`config.mk`:
```
export PLATFORM = sky130hd
export DESIGN_NAME = bcd2421_count_ctrl
export DESIGN_NICKNAME = d
export VERILOG_FILES = /design/src/rtl/bcd2421_pkg.sv /design/src/rtl/bcd2421_digit.sv /design/src/rtl/bcd2421_count_ctrl.sv
export SDC_FILE = /design/constraint.sdc
export NUM_CORES = 1
export LEC_CHECK = 0
export ABC_AREA = 1
export BUFFER_PORTS_ARGS = -buffer_cell sky130_fd_sc_hd__buf_2
export CAP_MARGIN = 20
export CORE_AREA = 5 5 75 77
export DETAILED_ROUTE_END_ITERATION = 10
export DIE_AREA = 0 0 80 82
export PLACE_DENSITY = 0.58
export REMOVE_ABC_BUFFERS = 1
export SLEW_MARGIN = 20
export SYNTH_ARGS = -nofsm -noshare
export SYNTH_HDL_FRONTEND = slang
export SYNTH_HIERARCHICAL = 1
export SYNTH_SLANG_ARGS = --single-unit
```
`constraint.sdc`:
```
create_clock -name clk -period 5 [get_ports clk]
set_clock_uncertainty 0.2 [all_clocks]
set_input_delay 0.75 -clock clk [delete_from_list [all_inputs] [get_ports clk]]
set_output_delay 0.75 -clock clk [all_outputs]
set_load 0.005 [all_outputs]
```
`src/rtl/bcd2421_pkg.sv`:
```
// Shared encodings and 2421 digit helpers for the cascaded decade counter.
package bcd2421_pkg;

   typedef enum logic [1:0] {
      OP_CLEAR = 2'b00,
      OP_START = 2'b01,
      OP_STOP  = 2'b10,
      OP_LOAD  = 2'b11
   } op_e;

   typedef enum logic [1:0] {
      S_IDLE = 2'd0,
      S_RUN  = 2'd1,
      S_DONE = 2'd2
   } state_e;

   localparam logic [3:0] D0 = 4'b0000;
   localparam logic [3:0] D1 = 4'b0001;
   localparam logic [3:0] D2 = 4'b0010;
   localparam logic [3:0] D3 = 4'b0011;
   localparam logic [3:0] D4 = 4'b0100;
   localparam logic [3:0] D5 = 4'b1011;
   localparam logic [3:0] D6 = 4'b1100;
   localparam logic [3:0] D7 = 4'b1101;
   localparam logic [3:0] D8 = 4'b1110;
   localparam logic [3:0] D9 = 4'b1111;

   // Illegal inputs fall back to zero so a corrupted digit self-heals.
   function automatic logic [3:0] next_2421(input logic [3:0] d);
      logic [3:0] n;
      case (d)
         D0:      n = D1;
         D1:      n = D2;
         D2:      n = D3;
         D3:      n = D4;
         D4:      n = D5;
         D5:      n = D6;
         D6:      n = D7;
         D7:      n = D8;
         D8:      n = D9;
         default: n = D0;
      endcase
      return n;
   endfunction

   function automatic logic is_2421(input logic [3:0] d);
      logic ok;
      case (d)
         D0, D1, D2, D3, D4, D5, D6, D7, D8, D9: ok = 1'b1;
         default:                                 ok = 1'b0;
      endcase
      return ok;
   endfunction

endpackage

```
`src/rtl/bcd2421_digit.sv`:
```
// One 2421 decade digit: sync clear, step on enable, carry when stepping past 9.
module bcd2421_digit
   import bcd2421_pkg::*;
(
   input  logic       clk,
   input  logic       rst,
   input  logic       clr,
   input  logic       en,
   output logic [3:0] q,
   output logic       carry_out
);

   always_ff @(posedge clk) begin
      if (!rst || clr) q <= D0;
      else if (en)     q <= next_2421(q);
   end

   assign carry_out = en & (q == D9);

endmodule

```
`src/rtl/bcd2421_count_ctrl.sv`:
```
// Command-driven sequencer for an NDIG-digit 2421 counter with prescaled
// stepping and target compare.
module bcd2421_count_ctrl
   import bcd2421_pkg::*;
#(
   parameter int NDIG     = 2,
   parameter int TICK_DIV = 1
) (
   input  logic              clk,
   input  logic              rst,
   input  logic              cmd_valid,
   output logic              cmd_ready,
   input  logic [1:0]        cmd_op,
   input  logic [4*NDIG-1:0] cmd_data,
   output logic [4*NDIG-1:0] count,
   output logic              running,
   output logic              done,
   output logic              err
);

   localparam int W  = 4 * NDIG;
   localparam int PW = (TICK_DIV > 1) ? $clog2(TICK_DIV) : 1;

   state_e          state, state_nx;
   logic [PW-1:0]   presc, presc_nx;
   logic [W-1:0]    target, target_nx;
   logic            err_q, err_nx;
   logic            done_q, done_nx;
   logic            clr_cnt, legal;
   logic [NDIG:0]   en_c;
   logic [W-1:0]    nxt_cnt;
   op_e             op;
   logic            acc, tick, inc, hit;

   assign op        = op_e'(cmd_op);
   assign cmd_ready = ~done_q;
   assign acc       = cmd_valid & cmd_ready;
   assign tick      = (presc == PW'(TICK_DIV - 1));
   // An accepted command swallows the tick that would land on the same edge.
   assign inc       = (state == S_RUN) & tick & ~acc;
   assign en_c[0]   = inc;

   generate
      for (genvar i = 0; i < NDIG; i++) begin : g_dig
         bcd2421_digit u_dig (
            .clk       (clk),
            .rst       (rst),
            .clr       (clr_cnt),
            .en        (en_c[i]),
            .q         (count[4*i +: 4]),
            .carry_out (en_c[i+1])
         );
         assign nxt_cnt[4*i +: 4] = en_c[i] ? next_2421(count[4*i +: 4])
                                            : count[4*i +: 4];
      end
   endgenerate

   // Compare only the freshly incremented value, so a held match never fires.
   assign hit = inc & (nxt_cnt == target);

   always_comb begin
      legal = 1'b1;
      for (int i = 0; i < NDIG; i++)
         legal = legal & is_2421(cmd_data[4*i +: 4]);
   end

   always_comb begin
      state_nx  = state;
      presc_nx  = presc;
      target_nx = target;
      err_nx    = err_q;
      done_nx   = hit;
      clr_cnt   = 1'b0;
      if (state == S_RUN)
         presc_nx = tick ? '0 : presc + PW'(1);
      if (hit)
         state_nx = S_DONE;
      if (acc) begin
         case (op)
            OP_CLEAR: begin
               clr_cnt  = 1'b1;
               err_nx   = 1'b0;
               presc_nx = '0;
               state_nx = S_IDLE;
            end
            OP_START: begin
               if (state != S_RUN) begin
                  state_nx = S_RUN;
                  presc_nx = '0;
                  clr_cnt  = (state == S_DONE);
               end
            end
            OP_STOP: begin
               if (state == S_RUN) begin
                  state_nx = S_IDLE;
                  presc_nx = '0;
               end
            end
            default: begin
               if (legal) target_nx = cmd_data;
               else       err_nx    = 1'b1;
            end
         endcase
      end
   end

   always_ff @(posedge clk) begin
      if (!rst) begin
         state  <= S_IDLE;
         presc  <= '0;
         target <= '1;
         err_q  <= 1'b0;
         done_q <= 1'b0;
      end else begin
         state  <= state_nx;
         presc  <= presc_nx;
         target <= target_nx;
         err_q  <= err_nx;
         done_q <= done_nx;
      end
   end

   assign running = (state == S_RUN);
   assign done    = done_q;
   assign err     = err_q;

endmodule

```
Word level (Yosys, flattened, before mapping)
Memories as Yosys holds them, arrays and structs flattened. A register that Yosys moved wholly into a read port is not among the register bits.
Index checks and enable logic that the tools add are counted.
- logic and storage cells: 56
- bits in writable memories: 0
- bits in read-only memories: 288
- memories: 6
- bits in registers: 13
- latch bits: 0
- memories (memory ; words ; width ; read ports ; clocked after memory_dff ; write ports ; line ; RTL):
    (no name shown) ; 16 ; 4 ; 1 ; 0 ; 0 ; bcd2421_pkg.sv:31 ; case (d)
    (no name shown) ; 16 ; 4 ; 1 ; 0 ; 0 ; bcd2421_pkg.sv:31 ;
    (no name shown) ; 16 ; 4 ; 1 ; 1 ; 0 ; bcd2421_pkg.sv:31 ;
    (no name shown) ; 16 ; 4 ; 1 ; 1 ; 0 ; bcd2421_pkg.sv:31 ;
    (no name shown) ; 16 ; 1 ; 1 ; 0 ; 0 ; bcd2421_pkg.sv:48 ; case (d)
    (no name shown) ; 16 ; 1 ; 1 ; 0 ; 0 ; bcd2421_pkg.sv:48 ;
- equality and inequality tests: 8
- muxes and demuxes: 18
- add/sub/neg operators: 1
- $lt $le $gt $ge: 0
- multiply operators: 0
- reduce and logical (&&, ||, !) cells: 7
- shift operators: 0
- div/mod/pow operators: 0
- bitwise operators: 11
- operators with widths (operator ; count):
    8-bit equality test ; 1
    1-bit two-way mux ; 8
    2-bit two-way mux ; 4
    4-bit two-way mux ; 2
    1-bit bitwise AND ; 6
    2-bit one-hot mux with 3 select lines ; 1
    3-bit AND reduction ; 2
    1-bit inverter ; 5
    2-bit by 1-bit equality test with 1-bit output (second input constant) ; 2
    2-bit equality test (second input constant) ; 2
    4-bit equality test (second input constant) ; 1
    2-bit by 1-bit != test with 1-bit output (second input constant) ; 2
    1-bit one-hot mux with 2 select lines ; 2
    1-bit one-hot mux with 3 select lines ; 1
    3-bit OR reduction ; 1
    2-bit zero test ; 1
    2-bit OR reduction ; 1
    1-bit adder (second input constant) ; 1
    1-bit zero test ; 1
    1-bit logical OR ; 1

Depth between registers and ports, before layout
- word-level depth: 12
- mapped depth: 20
- depth with buffers taken out: 20

Hierarchy
The synthesis kept the hierarchy.
- modules (own cells, without submodules) (module ; cells an instance ; area each (µm²) ; instances):
    bcd2421_count_ctrl ; 206 ; 1291.2 ; 1
    bcd2421_digit ; 49 ; 334.1 ; 2

Worst setup path after synthesis
OpenSTA, ideal clock, no wires.
- path type: input to register
- from: input cmd_valid
- to: register state[0]
- setup slack: 2.046 ns
- stages on the path: 18
- setup time: 0.114 ns
- arrival time: 2.640 ns
- required time: 4.686 ns
- cells stage by stage: nand2_2 -> inv_2 -> nor2_8 -> nand2_1 -> nor2_1 -> inv_1 -> a21oi_2 -> nand2_1 -> nand3b_1 -> nand2_1 -> nor2_1 -> nand2_1 -> nor2_2 -> nand2_2 -> nand2_1 -> nand2_1 -> nand2_1 -> a21oi_2
- word-level cells in the longest chain between the ends: 11
- elaborated cells on any way between the ends: 13
- RTL lines (what ; line ; RTL):
    start: declaration ; bcd2421_count_ctrl.sv:11 ; input logic cmd_valid,
    1-bit bitwise AND * ; bcd2421_count_ctrl.sv:37 ; assign acc = cmd_valid & cmd_ready;
    1-bit inverter * ; bcd2421_count_ctrl.sv:40 ; assign inc = (state == S_RUN) & tick & ~acc;
    1-bit bitwise AND * ; bcd2421_count_ctrl.sv:40 ;
    named net en_c[0] ; bcd2421_count_ctrl.sv:30 ; logic [NDIG:0] en_c;
    1-bit bitwise AND * ; bcd2421_digit.sv:18 ; assign carry_out = en & (q == D9);
    named net en_c[1] ; bcd2421_count_ctrl.sv:30 ;
    4-bit two-way mux * ; bcd2421_count_ctrl.sv:53 ; assign nxt_cnt[4*i +: 4] = en_c[i] ? next_2421(count[4*i +: 4])
    8-bit equality test * ; bcd2421_count_ctrl.sv:59 ; assign hit = inc & (nxt_cnt == target);
    1-bit bitwise AND * ; bcd2421_count_ctrl.sv:59 ;
    2-bit two-way mux * ; bcd2421_count_ctrl.sv:76 ; if (hit)
    2-bit two-way mux (on tied branches) ; bcd2421_count_ctrl.sv:94, bcd2421_count_ctrl.sv:87 ;
    2-bit one-hot mux with 3 select lines ; bcd2421_count_ctrl.sv:79 ; case (op)
    2-bit two-way mux * ; bcd2421_count_ctrl.sv:78 ; if (acc) begin
    end signal: assignment ; bcd2421_count_ctrl.sv:115 ; state <= state_nx;
    end: declaration ; bcd2421_count_ctrl.sv:24 ; state_e state, state_nx;
The timed path passes the listed nets; every way through them passes the cells marked *.
A chain may end at the register's enable or synchronous reset.

Final worst setup path
Same ends and word-level chain as after synthesis.

==> out/qor.yml <==
post-route-util: 0.438
maxUsedRoutingLayer: "met4"
grt_antenna_before_repair: 0
cts_root_buf: "clkbuf_8"
syn_inst: 303
fin_tns_setup_ns: 0
cts-resized-gates: 0
outcome: "finished clean"
min_period_ns: 3.18
worst_r2r_path_depth: 19
hpwl_um: 3260
power.share.switching: 0.283
p_switching_w: 0.0000973
synth_area_um2: 1960
setup.worst_path.end: "state[0]"
avgViaCountPerCell: 4.70
arrival_ns: 3.14
coreArea_um2: 4940
cts_sinks: 21
post-cts-setup-buffers: 0
drt_wl_total_um: 4160
die_w_um: 80
drtAntennaViolNets: 0
criticalPathCategory: "in2reg"
crit_path_start: "cmd_valid"
drt_iter0_markers: 117
start_util: 0.395
regArea_um2: 420
setup_viol: 0
sequentialPowerShare: 0.514
track_usage: 0.138
p_leak_nw: 1.14
rr_endpoint: "state[0]"
irDropWorstVdd_v: 0.0000738
fmax_mhz: 315
row_count: 26
multi_input_area_um2: 1290
area.growth.synth_to_final_pct: 10.7
fp.dieH_um: 82
whs_path_depth: 2
p_per_area_nw_per_um2: 159
clock_power_share: 0.341
pin_count: 25
dr_wl_met3_um: 183
hold_violations: 0
avgRoutedWirePerCell_um: 10.5
rsz0062_at_grt: "false"
maxSlewViolCount: 0
die_area_um2: 6560
fin_crit_sh: 0.636
hp-class: "reg2reg"
grt_pass1_wl_um: 7290
endpoint_kind: "register"
clk_pin_slew_ns: 0.08
final_layout_size_suffix_gt1_frac: 0.215
grt_max_degree: 17
start_kind: "primary input"
syn_avg_cell_area_um2: 6.45
worstPathMaxFanout: 15
cts_buffers: 3
port_buffers: 24
grt_overflow: 0
gp_congestion: 0.881
cts_tree: "built"
p_int_w: 0.000246
tightest_slew_ns: 0.658
layout.nets: 358
wl_met1_um: 2090
required_ns: 4.96
clockBufferDepth: 2
synth_warnings: 6
cts_max_level: 1
relSlewSlack: 0.560
reg2reg_setup_slack_ns: 2.03
r2r-start: "done"
insertedDiodeCount: 0
cap_viol_max_count: 0
route.detailed.drc: 0
wl_met2_um: 1860
num_vias: 1858
combPwrFrac: 0.145
first_global_vias: 1685
postCtsHoldBufs: 0
insertion_delay_ns: 0.27
fillers: 565
dr.pass1.iters: 4
[critical path, stage by stage]
cell and delay (ns):
buf_2 0.10, nand2_2 0.13, inv_2 0.09, nor2_8 0.25
nand2_1 0.12, nor2_1 0.53, inv_1 0.21, a21oi_2 0.17
nand2_1 0.08, nand3b_1 0.10, nand2_1 0.06, nor2_1 0.09
nand2_1 0.07, nor2_2 0.09, nand2_2 0.07, nand2_1 0.06
nand2_1 0.04, nand2_1 0.06, a21oi_2 0.05
[metal layers]
layer	vias up	GRT usage
met2	42	0.225
met3	2	0.0197
met4	0	0.0405
li1	1009	-
met5	-	0
met1	805	0.189
[layout make-up]
type / count / share of cell area
clock buffer: 3 / 0.0191
clock inverter: 1 / 0.00231
inverter: 52 / 0.0902
multi-input combinational: 224 / 0.598
sequential: 21 / 0.194
tap: 70 / 0.0405
timing repair buffer: 24 / 0.0555
[how the worst min path moves through the flow]
stage | from | end | slack, ns
6_report | presc | presc | 0.30
5_1_grt | presc | presc | 0.33
4_1_cts | presc | presc | 0.30
3_5_place_dp | presc | presc | 0.28
3_3_place_gp | presc | presc | 0.30
2_1_floorplan | target[5] | target[5] | 0.26
[state kept, by name, indices dropped and copies added, names as in the netlist]
name and flops:
presc 1, state 2, err 1, g_dig.u_dig/q 8, target 8, done 1
[stage by stage]
stage	hold WS, ns	instances	setup WS, ns	power [W]	instance area [um^2]
after CTS	0.300	395	1.84	0.000352	2160
after floorplan	0.259	297	2.04	0.000214	1910
after global placement	0.296	391	1.62	0.000231	2120
final	0.296	395	1.82	0.000344	2160
after detailed placement	0.285	391	1.54	0.000231	2120
after global routing	0.329	395	1.38	0.000366	2160
[cell usage in the layout (no fill, tap or decap)]
cell type,count
a211oi_1,2
a21oi_1,4
a21oi_2,6
buf_2,24
clkbuf_8,3
clkinv_2,1
dfxtp_1,21
ha_1,19
inv_1,43
inv_2,9
nand2_1,92
nand2_2,15
nand3_1,28
nand3_2,4
nand3_4,1
nand3b_1,3
nand4_1,2
nor2_1,16
nor2_2,1
nor2_4,3
nor2_8,1
nor3_1,4
nor3_2,1
nor4_1,1
o211ai_1,10
o21a_1,2
o21ai_0,8
o221a_2,1
[power groups by stage]
stage | Sequential, W | Clock, W | Combinational (W)
after floorplan | 0.000179 | 0 | 0.0000341
after global placement | 0.000181 | 0 | 0.0000500
after detailed placement | 0.000181 | 0 | 0.0000499
after CTS | 0.000177 | 0.000125 | 0.0000502
after global routing | 0.000178 | 0.000131 | 0.0000577
final | 0.000177 | 0.000117 | 0.0000497
Power figures use the tool's default switching activity.
